File: config.mk
export PLATFORM = sky130hd
export DESIGN_NAME = ov7670_capture
export DESIGN_NICKNAME = d
export VERILOG_FILES = /design/src/rtl/ov7670_capture.sv
export SDC_FILE = /design/constraint.sdc
export NUM_CORES = 1
export LEC_CHECK = 0
export CAP_MARGIN = 20
export CELL_PAD_IN_SITES_DETAIL_PLACEMENT = 0
export CELL_PAD_IN_SITES_GLOBAL_PLACEMENT = 1
export CORE_MARGIN = 5
export CORE_UTILIZATION = 40
export CTS_BUF_LIST = sky130_fd_sc_hd__clkbuf_2
export DETAILED_ROUTE_END_ITERATION = 8
export GPL_TIMING_DRIVEN = 0
export HOLD_SLACK_MARGIN = 0.12
export PLACE_DENSITY_LB_ADDON = 0.1
export SLEW_MARGIN = 20
export SYNTH_ARGS = -nofsm -noshare
export SYNTH_HDL_FRONTEND = slang
export SYNTH_SLANG_ARGS = --single-unit
export TNS_END_PERCENT = 50
File: constraint.sdc
create_clock -name clk -period 4.4 [get_ports clk]
set_input_delay 0.44 -clock clk [delete_from_list [all_inputs] [get_ports clk]]
set_output_delay 0.44 -clock clk [all_outputs]
set_load 0.02 [all_outputs]
File: src/rtl/ov7670_capture.sv
`default_nettype none
// ============================================================================
//  Module   : ov7670_capture
//  Purpose  : OV7670 RGB565 byte-stream capture, packed to RGB332 with a
//             linear frame-buffer write address and end-of-frame pulse.
//             Optional macro CAPTURE_TEST_PATTERN_EN replaces camera pixels
//             with horizontal red/green/blue bars.
//  Revision : 1.0  initial release
// ============================================================================
module ov7670_capture #(
    parameter int SCREEN_WIDTH  = 176,
    parameter int SCREEN_HEIGHT = 144,
    parameter int ADDR_WIDTH    = 15,
    parameter int BAR_HEIGHT    = 6
) (
    input  logic                  clk,
    input  logic                  rst_n,
    input  logic                  i_vsync,
    input  logic                  i_href,
    input  logic [7:0]            i_data,
    output logic [7:0]            o_pixel,
    output logic [ADDR_WIDTH-1:0] o_write_address,
    output logic                  o_write_en,
    output logic                  o_frame_done,
    output logic [7:0]            o_frame_count
);

    localparam int c_COL_W = $clog2(SCREEN_WIDTH + 1);
    localparam int c_ROW_W = $clog2(SCREEN_HEIGHT + 1);
    localparam logic [c_COL_W-1:0]    c_COL_MAX     = c_COL_W'(SCREEN_WIDTH);
    localparam logic [c_ROW_W-1:0]    c_ROW_MAX     = c_ROW_W'(SCREEN_HEIGHT);
    localparam logic [ADDR_WIDTH-1:0] c_LINE_STRIDE = ADDR_WIDTH'(SCREEN_WIDTH);

    typedef enum logic [1:0] {
        ST_WAIT_VS = 2'd0,
        ST_ARMED   = 2'd1,
        ST_CAPTURE = 2'd2
    } state_t;

    state_t r_state;
    state_t w_state_next;

    logic                  r_vsync;
    logic                  r_vsync_d;
    logic                  r_href;
    logic                  r_href_d;
    logic [7:0]            r_data;
    logic [5:0]            r_byte1;
    logic                  r_phase;
    logic [c_COL_W-1:0]    r_col;
    logic [c_ROW_W-1:0]    r_row;

    logic                  w_vs_rise;
    logic                  w_vs_fall;
    logic                  w_href_fall;
    logic                  w_start;
    logic                  w_frame_end;
    logic                  w_take_byte;
    logic                  w_line_end;
    logic                  w_in_window;
    logic [7:0]            w_pixel;
    logic [ADDR_WIDTH-1:0] w_addr;

    // Input stage; edges are taken between the registered copy and its delay.
    always_ff @(posedge clk or negedge rst_n) begin
        if (!rst_n) begin
            r_vsync   <= 1'b0;
            r_vsync_d <= 1'b0;
            r_href    <= 1'b0;
            r_href_d  <= 1'b0;
            r_data    <= 8'h00;
        end else begin
            r_vsync   <= i_vsync;
            r_vsync_d <= r_vsync;
            r_href    <= i_href;
            r_href_d  <= r_href;
            r_data    <= i_data;
        end
    end

    assign w_vs_rise   =  r_vsync & ~r_vsync_d;
    assign w_vs_fall   = ~r_vsync &  r_vsync_d;
    assign w_href_fall = ~r_href  &  r_href_d;

    always_ff @(posedge clk or negedge rst_n) begin
        if (!rst_n) begin
            r_state <= ST_WAIT_VS;
        end else begin
            r_state <= w_state_next;
        end
    end

    // Frame end has priority over any byte or line event in the same cycle.
    always_comb begin
        w_state_next = r_state;
        w_start      = 1'b0;
        w_frame_end  = 1'b0;
        w_take_byte  = 1'b0;
        w_line_end   = 1'b0;
        case (r_state)
            ST_WAIT_VS: begin
                if (r_vsync) w_state_next = ST_ARMED;
            end
            ST_ARMED: begin
                if (w_vs_fall) begin
                    w_state_next = ST_CAPTURE;
                    w_start      = 1'b1;
                end
            end
            ST_CAPTURE: begin
                if (w_vs_rise) begin
                    w_state_next = ST_WAIT_VS;
                    w_frame_end  = 1'b1;
                end else if (r_href) begin
                    w_take_byte  = 1'b1;
                end else if (w_href_fall) begin
                    w_line_end   = 1'b1;
                end
            end
            default: w_state_next = ST_WAIT_VS;
        endcase
    end

    assign w_in_window = (r_col < c_COL_MAX) && (r_row < c_ROW_MAX);
    assign w_addr      = ADDR_WIDTH'(r_row) * c_LINE_STRIDE + ADDR_WIDTH'(r_col);

`ifdef CAPTURE_TEST_PATTERN_EN
    logic [c_ROW_W-1:0] w_bar_sel;
    always_comb begin
        w_bar_sel = (r_row / c_ROW_W'(BAR_HEIGHT)) % c_ROW_W'(3);
        if (w_bar_sel == c_ROW_W'(0)) begin
            w_pixel = 8'hE0;
        end else if (w_bar_sel == c_ROW_W'(1)) begin
            w_pixel = 8'h1C;
        end else begin
            w_pixel = 8'h03;
        end
    end
`else
    assign w_pixel = {r_byte1, r_data[4:3]};
`endif

    always_ff @(posedge clk or negedge rst_n) begin
        if (!rst_n) begin
            r_byte1         <= 6'd0;
            r_phase         <= 1'b0;
            r_col           <= '0;
            r_row           <= '0;
            o_pixel         <= 8'h00;
            o_write_address <= '0;
            o_write_en      <= 1'b0;
            o_frame_done    <= 1'b0;
            o_frame_count   <= 8'h00;
        end else begin
            o_write_en   <= 1'b0;
            o_frame_done <= 1'b0;
            if (w_start) begin
                r_col   <= '0;
                r_row   <= '0;
                r_phase <= 1'b0;
            end else if (w_frame_end) begin
                o_frame_done  <= 1'b1;
                o_frame_count <= o_frame_count + 8'd1;
                r_phase       <= 1'b0;
            end else if (w_take_byte) begin
                if (!r_phase) begin
                    r_byte1 <= {r_data[7:5], r_data[2:0]};
                    r_phase <= 1'b1;
                end else begin
                    r_phase <= 1'b0;
                    if (w_in_window) begin
                        o_write_en      <= 1'b1;
                        o_pixel         <= w_pixel;
                        o_write_address <= w_addr;
                    end
                    // Column saturates so oversize lines never wrap the address.
                    if (r_col < c_COL_MAX) r_col <= r_col + 1'b1;
                end
            end else if (w_line_end) begin
                if ((r_col != '0) && (r_row < c_ROW_MAX)) r_row <= r_row + 1'b1;
                r_col   <= '0;
                r_phase <= 1'b0;
            end
        end
    end

endmodule
`default_nettype wire
==> metrics.md <==
| Metric | Value |
|---|---|
| Outcome | `finished clean` |
| Tmin final | `3.43 ns` |
| R2r endpoint | `o_write_address[14]` |
| Startpoint class of the critical path | `flip-flop` |
| First-pass GRT wire length | `12.2 mm` |
| Vias in the first global route | `2531` |
| Sw frac | `36.5%` |
| Synth top area share | `47.6%` |
| CP endpoint kind | `flip-flop` |
| Total CTS buffers | `9` |
| Slew HR | `59.3%` |
| GRT Resource Usage Total | `13.4%` |
| P per Cell Area | `392 nW/um^2` |
| # setup viols final | `0` |
| Combinational power share | `32.0%` |
| Worst R2R Start | `r_row[0]` |
| VDD IR-drop max | `0.000172 V` |
| Rows | `35` |
| Iter 0 DRT Violations | `68` |
| Worst Max-Slew Pin Slew | `0.606 ns` |
| Die W | `106 microns` |
| Post-DP HPWL | `5.27 mm` |
| Min Hold Slack | `0.318 ns` |
| Starting Density | `40.4%` |
| Fin nets | `431` |
| Longest Clk Path Bufs | `2` |
| Yosys cell types | `54` |
| Yosys reg bits | `70` |
| Seq/Total Area, Yosys | `47.6%` |
| Routed via count | `2590` |
| Synthesized netlist cell count | `330` |
| Die Ht | `106 microns` |
| R2R setup slack | `0.97 ns` |
| H-tree levels | `3` |
| Clock skew | `0.0413 ns` |
| Slew Limit Fails | `0` |
| Antenna cells | `0` |
| Fin crit share | `78.0%` |
| Ys async rst share | `100%` |
| Synth warn | `0` |
| Vias/cell | `5.15` |
| MaxCap Viol Count | `0` |
| Hold crit path type | `input pin to flip-flop` |
| Final setup TNS | `0 ns` |
| Layout cells sized above 1 | `14.3%` |
| Wire length per cell | `14.3 microns` |
| Mapped Area | `3680 sq um` |
| GRT overflow | `0` |
| Clk_lat worst skew | `0.51 ns` |
| NetSw | `0.630 mW` |
| Top FF cell, synth | `dfrtp_1` |
| Synth area leaders | `dfrtp_1 (48%), ha_1 (8.8%), mux2_2 (7.3%)` |
| Post-synth top area cell | `dfrtp_1` |
| CTS root buffer | `clkbuf_2` |
| PortBufs | `44` |
| Layout Area Growth over Synthesis | `19.6%` |
| Hold_sp | `i_data[7]` |
| Fin. Hold Viols | `0` |
| Hold Path Sink | `r_data[7]` |
| DR pass1 iterations | `4` |
| Largest net degree at the start of global routing | `47` |
| R2r worst-path depth | `10` |
| Critical-path maximum fanout | `6` |
| Internal Power | `1.10 mW` |
| Crit path arrival time | `3.87 ns` |
| Synthesized area per cell | `11.2 sq um` |
| Crit path kind | `flip-flop to flip-flop` |
| Post-CTS setup buffers | `0` |
| Clock Power Share | `20.6%` |
| Area of the core | `9110 sq um` |
| Clock slew at reported path FFs | `0.25 ns` |
| DR DRC count | `0` |
| Leakage | `2.05 nW` |
| Sequential fraction of design power | `47.4%` |
| Post-Route WL | `7.21 mm` |
| Fmax | `292 MHz` |
| DIE AREA | `11200 sq um` |
| Hold depth | `1` |
| Mapped Nets | `374` |
| Post-route ant nets | `0` |
| Io pins | `45` |
| Clk sinks | `70` |
| Initial antenna violation count | `0` |
| GPL Wtd Cong | `0.751` |
| RSZ-0062 raised after global routing | `no` |
| Number of flops mapped to enable cells by yosys | `0` |
| Worst Path Required | `4.84 ns` |
| CTS tree | `done` |
==> worst max-delay path, cell delays in order, from the launching register on <==
cell,delay [ns]
dfrtp_1,0.54
ha_1,0.34
ha_1,0.33
fa_1,0.49
ha_1,0.35
nand3_1,0.13
a21boi_1,0.19
nor4b_2,0.32
o2111ai_1,0.21
xor2_1,0.21
mux2_2,0.28
==> worst max path at each step <==
stage / from / end / slack (ns)
6_report: r_row[0] / o_write_address[14] / 0.97
5_1_grt: r_row[4] / o_write_address[14] / 0.75
4_1_cts: r_row[0] / o_write_address[14] / 0.95
3_5_place_dp: r_row[0] / o_write_address[14] / 0.97
3_3_place_gp: rst_n / o_pixel[7] / 0.44
2_1_floorplan: r_row[4] / o_write_address[13] / 1.26
==> kinds of logic after synthesis <==
family / after synthesis / share of synthesized area [%]
buffers and inverters: 28 / 2.96
AO/OA/AOI/OAI: 65 / 12.0
flip-flops: 70 / 47.6
XOR/XNOR: 21 / 5.00
AND/OR/NAND/NOR: 89 / 12.7
multiplexers: 25 / 7.61
adder cells (fa/ha/maj): 32 / 12.1
==> per-stage QoR <==
stage / utilization, % / cell area [sq um] / total power [mW] / instances / setup WS, ns
after floorplan: - / 3680 / 1.17 / 330 / 1.26
after global placement: 46.8 / 4260 / 1.37 / 485 / 0.439
after detailed placement: 47.1 / 4290 / 1.38 / 486 / 0.974
after CTS: 48.4 / 4410 / 1.75 / 503 / 0.954
after global routing: 48.4 / 4410 / 1.85 / 503 / 0.753
final: 48.4 / 4410 / 1.73 / 503 / 0.970
==> metal layers <==
layer / global-route usage [%] / part of all wire, %
met5: 0 / 0
met1: 19.1 / 52
met2: 20.5 / 44
met3: 2.67 / 2.3
met4: 4.72 / 1.2
==> power by group through the flow <==
stage	Combinational (mW)	Sequential [mW]	Clock (mW)
2_1_floorplan	0.293	0.879	0
3_3_place_gp	0.541	0.829	0
3_5_place_dp	0.553	0.832	0
4_1_cts	0.559	0.820	0.375
5_1_grt	0.615	0.835	0.402
6_report	0.552	0.819	0.357
==> layout make-up <==
class                           count  area (sq um)
Inverter                           24          90.1
Multi-Input combinational cell    232          1820
Clock inverter                      7          63.8
Timing Repair Buffer               46           475
Tap cell                          111           139
Fill cell                         878          4700
Clock buffer                        9          45.0
Buffer                              4          18.8
Sequential cell                    70          1750
==> repair_timing <==
| item | in CTS | in global routing |
|---|---|---|
| hold buffers | 1 | 0 |
| hold endpoints to repair | 45 | 0 |
| gates resized for setup | 0 | 0 |
==> state kept, by name (all words and copies together) (netlist names) <==
name,count
o_write_address,15
o_frame_count,8
o_pixel,8
r_col,8
r_data,8
r_row,8
r_byte1,6
r_state,2
o_frame_done,1
o_write_en,1
r_href,1
r_href_d,1
r_phase,1
r_vsync,1
r_vsync_d,1
==> synthesized netlist by cell type (all sizes together), types with 3 or more instances <==
master / number
nor2: 23
ha: 26
nand2b: 5
or2: 6
nand2: 15
inv: 24
buf: 3
o22ai: 4
xnor2: 14
and3: 4
nand3: 11
a211oi: 4
fa: 6
mux2: 24
o31ai: 4
nor3: 6
nor4b: 3
a21oi: 16
nand4: 4
dfrtp: 70
nor2b: 5
a21o: 3
o21ai: 16
xor2: 7
==> cell usage in the layout (no fill, tap or decap), types with 2 or more instances in the layout <==
cell / n
fa_1: 6
a211o_1: 2
nor2_1: 23
nor2b_1: 5
inv_8: 2
o31ai_1: 4
inv_1: 24
nor3_1: 5
o21ai_0: 16
buf_2: 3
ha_1: 26
xnor2_1: 14
a211oi_1: 3
xor2_1: 7
clkdlybuf4s50_1: 43
a21o_1: 3
clkinvlp_4: 2
nand4_1: 4
a21oi_1: 15
mux2_2: 24
and2_1: 2
nand2_1: 15
nand2b_1: 5
clkbuf_2: 9
or2_2: 4
nor4b_1: 2
dfrtp_1: 70
nand3_1: 11
and3_1: 4
inv_6: 2
o21a_1: 2
o22ai_1: 4
No activity file was read; power rests on OpenSTA's default activity.
==> variant 1 (same settings) <==
`r_data` no longer has a reset.
--- a/src/rtl/ov7670_capture.sv
+++ b/src/rtl/ov7670_capture.sv
@@ -68,14 +68,16 @@
             r_vsync_d <= 1'b0;
             r_href    <= 1'b0;
             r_href_d  <= 1'b0;
-            r_data    <= 8'h00;
         end else begin
             r_vsync   <= i_vsync;
             r_vsync_d <= r_vsync;
             r_href    <= i_href;
             r_href_d  <= r_href;
-            r_data    <= i_data;
         end
+    end
+
+    always_ff @(posedge clk) begin
+        r_data <= i_data;
     end
 
     assign w_vs_rise   =  r_vsync & ~r_vsync_d;
Behaviour: same outputs for any inputs over 10 cycles, from zero or initial values and one cycle with rst_n low; that may be too few to reach the edited logic, so the function may still have changed.
==> variant 1 against the original RTL <==
Worst setup slack gained 95 ps. Sequential cell count is the same. Hold slack lost 29 ps. Highest routed layer unchanged. Wire length shrank 4.7%. Final area shrank 1.3%. Critical path depth grew 2. Synthesized cell count shrank 1.5%. Die area shrank 2.3%. Sequential share of layout area shrank 0.39 points. Critical endpoint unchanged. Synthesized area shrank 2.5%. Largest cell class unchanged. Power grew 6.3%.
==> variant 1: results (changes against the original RTL) <==
- Status: completed
- Post-synthesis mux area share: 7.494% (-0.12 points)
- Critical Path Start Type: register
- Sequential-to-total area share from yosys stat: 47.68% (+0.11 points)
- Total GRT Usage: 13.71% (+0.27 points)
- Vias per std cell: 5.016 (-2.6%)
- Synth unique cells: 48 (-11%)
- Vias in the first global route: 2634 (+4.1%)
- Min-delay worst type: in2async
- Placed cell area: 4190 sq um (-2.2%)
- Layout cells sized above 1: 14.47% (+0.18 points)
- FFs w/ async S/R, synth: 88.57% (-11 points)
- Largest net degree at the start of global routing: 52 (+11%)
- Synth Area in Compound Gates: 10.14% (-1.9 points)
- DR iter-0 viols: 55 (-19%)
- # fillers: 807 (-8.1%)
- Worst-path fanout max: 7 (+1)
- CTS Root Cell: clkbuf_2
- Postcts setup bufs: 0 (unchanged)
- Synthesized-area fraction occupied by adder cells: 12.41% (+0.31 points)
- Max FFs per register: 15 (unchanged)
- Crit-path slowest cell: or4_1
- Synth Net Count: 369 (-1.3%)
- First-pass GRT wire length: 12480 microns (+2.4%)
- Critical R2R Launch: r_row[5]
- Worst hold slack: 289.0 ps (-29.23 ps)
- R2R cell count: 12 (+2)
- P_leak: 2.012 nW (-1.7%)
- XOR/XNOR share of the synthesized area: 6.832% (+1.8 points)
- Clock Latency Late Sink: 500 ps
- Clock Skew: 26.04 ps (-15.31 ps)
- Routability-driven placement congestion ratio: 0.7413 (-1.3%)
- CP max stage delay: 530 ps
- Peak VDD IR: 0.2684 mV (+56%)
- Final wirelength: 6871 microns (-4.7%)
- Ant diodes: 0 (unchanged)
- Nets: 426 (-1.2%)
- Crit Reg-Reg Endpoint: o_write_address[14]
- Least-Margin Pin Slew: 748.4 ps (+142.2 ps)
- Internal power consumption: 1.224 mW (+11%)
- Detailed Place HPWL: 5118 microns (-2.9%)
- Initial antenna violation count: 0 (unchanged)
- Data arrival, critical path: 3780 ps (-90 ps)
- CTS Buffer Depth: 2 (unchanged)
- Synth top area cells: dfrtp_1 43%, ha_1 9.1%, mux2_2 7.2%
- Cts bufs inserted: 9 (unchanged)
- CP top delay family: adder cells
- Largest Register: o_write_address
- Clock transition at the registers of the reported paths: 230 ps (-20 ps)
- PortBufs: 44 (unchanged)
- H-tree Lvls: 3 (unchanged)
- DR pass1 iterations: 4 (unchanged)
- Warnings, synthesis: 0 (unchanged)
- List of most frequent post-synthesis cells: 62 x dfrtp_1, 26 x ha_1, 24 x nor2_1, 23 x mux2_2, 22 x inv_1
==> variant 1: changes by cell type after synthesis, sizes merged, moves of 3 or more <==
cell	unedited run	this run
xnor2	14	20
a21oi	16	19
dfrtp	70	62
nor3	6	9
o22ai	4	0
or2	6	3
clkbuf	1	4
dfxtp	0	8
==> variant 1: power groups by stage <==
stage | registers (mW) | logic [mW] | clock network [mW]
final | 0.822 | 0.573 | 0.441
after global routing | 0.840 | 0.648 | 0.493
after CTS | 0.824 | 0.588 | 0.465
after detailed placement | 0.838 | 0.583 | 0
after global placement | 0.834 | 0.572 | 0
after floorplan | 0.892 | 0.302 | 0
==> variant 1: cell families (layout without fill, tap and decap cells) <==
group,after synthesis,after routing
mux,24,24
simple gates,85,85
fa+ha+maj,32,32
xor+xnor,28,28
buf+inv,30,92
compound gates,56,56
flops,70,70
==> variant 1: area by class of cell <==
class | instances | share of cell area, %
multi-input cells | 225 | 40.29
flip-flops and latches | 70 | 39.37
repair buffers | 46 | 10.94
well taps | 108 | 3.108
clock inverters | 7 | 2.360
inverters | 22 | 1.899
clock buffers | 9 | 1.036
plain buffers | 8 | 1.007
==> variant 1: metal layers <==
layer | track usage [%] | share of wire [%] | up-vias
met5 | 0 | 0 | -
met4 | 3.288 | 0.71 | 0
met3 | 3.761 | 3.0 | 4
met2 | 23.29 | 50 | 38
met1 | 17.34 | 46 | 1191
li1 | - | - | 1250
==> variant 1: worst max path at each step <==
| stage | end | slack, ps |
|---|---|---|
| 2_1_floorplan | o_write_address[14] | 1220 |
| 3_3_place_gp | o_pixel[5] | 690 |
| 3_5_place_dp | o_write_address[14] | 1060 |
| 4_1_cts | o_write_address[14] | 1050 |
| 5_1_grt | o_write_address[14] | 910 |
| 6_report | o_write_address[14] | 1060 |
==> variant 1: through the flow <==
stage                     utilization [%]  instances
after detailed placement            48.05        478
after global routing                49.86        495
after CTS                           49.86        495
after floorplan                         -        325
final                               49.86        495
after global placement              47.76        477
==> variant 1: worst reg2reg max path: cells and delay by family, from the launching register on <==
family | cells | cell delay, ps
AO/OA/AOI/OAI | 4 | 840
adder cells (fa/ha/maj) | 3 | 1100
buffers and inverters | 3 | 230
flip-flops | 1 | 520
AND/OR/NAND/NOR | 2 | 610
==> variant 1: timing repair <==
item                      CTS  global route
hold buffers                1             0
resized for setup           0             0
hold endpoints to repair   62             0
==> variant 2 (same settings) <==
Made on the original files. Set the parameter `SCREEN_WIDTH` to 264 (it was 176).
--- a/src/rtl/ov7670_capture.sv
+++ b/src/rtl/ov7670_capture.sv
@@ -8,7 +8,7 @@
 //  Revision : 1.0  initial release
 // ============================================================================
 module ov7670_capture #(
-    parameter int SCREEN_WIDTH  = 176,
+    parameter int SCREEN_WIDTH  = 264,
     parameter int SCREEN_HEIGHT = 144,
     parameter int ADDR_WIDTH    = 15,
     parameter int BAR_HEIGHT    = 6
Function: changed (a bounded check fails within 10 cycles, from zero or initial values and one cycle with rst_n low).
==> variant 2 against the original RTL <==
Highest routed layer unchanged. Count of clock-buffer cells in the layout grew 1. Clock power grew 40%. Critical path type unchanged. Wire length shrank 6.2%. Fmax grew 19%. Power shrank 2.3%. Worst setup slack gained 550 ps. Final area shrank 5.5%. Sequential cell count grew 1. Combinational power shrank 33%. Synthesized cell count shrank 12%. Synthesized area shrank 7.9%.
==> variant 2: results (changes against the original RTL) <==
- Status: completed
- CLK BUF: 10 (+1)
- Fraction of area in multi-input gates: 36.77% (-4.6 points)
- Met2 GRT Util: 23.04% (+2.5 points)
- Met3 Usage GRT: 3.345% (+0.67 points)
- Inverters: 11 (-54%)
- Peak VDD IR: 0.2220 mV (+29%)
- Clock transition at the registers of the reported paths: 220 ps (-30 ps)
- P_leak: 1.974 nW (-3.6%)
- Clock sink total: 71 (+1.4%)
- Placed instance count: 441 (-9.3%)
- Vias per std cell: 5.144 (about the same)
- Synth top area cells: dfrtp_1 52%, ha_1 7.0%, mux2_1 5.6%
- Placed cell area: 3989 sq um (-6.9%)
- Final Cycle Share: 65.55% (-12 points)
- Wire length on met3: 248 microns (+49%)
- Detailed Place HPWL: 4878 microns (-7.5%)
- Die area: 10420 sq um (-7.2%)
- R2R cell count: 9 (-1)
- Clk cell area share: 3.995% (+1.5 points)
- Register share of the cell area: 42.66% (+2.9 points)
- Layout non-clock buf frac: 12.44% (+1.2 points)
- Psw: 0.5024 mW (-20%)
- #MultiIn Comb: 202 (-13%)
- First-pass GRT wire length: 11620 microns (-4.7%)
- Synth unique cells: 47 (-13%)
- List of most frequent post-synthesis cells: 71 x dfrtp_1, 21 x nor2_1, 19 x ha_1, 17 x mux2_1
- GR Util met1: 19.05% (about the same)
-- variant 2: changes by cell type after synthesis, sizes merged, moves of 4 or more --
cell / delta
inv: -13
nand2: -4
o211ai: +4
a21oi: -7
and3: +4
fa: -4
or2: -6
ha: -7
-- variant 2: cell families (layout without fill, tap and decap cells) --
| group | count (synthesis) | after routing | synth area share, % |
|---|---|---|---|
| buf+inv | 18 | 80 | 2.471 |
| simple gates | 79 | 79 | 12.36 |
| xor+xnor | 22 | 22 | 5.680 |
| compound gates | 54 | 54 | 10.33 |
| flops | 71 | 71 | 52.38 |
| mux | 26 | 26 | 8.595 |
| fa+ha+maj | 21 | 21 | 8.189 |
-- variant 2: power by group through the flow --
stage / Sequential [mW] / Combinational (mW) / Clock [mW]
finish: 0.817 / 0.369 / 0.500
global route: 0.837 / 0.409 / 0.549
CTS: 0.821 / 0.377 / 0.518
detailed placement: 0.832 / 0.376 / 0
global placement: 0.832 / 0.366 / 0
floorplan: 0.874 / 0.151 / 0
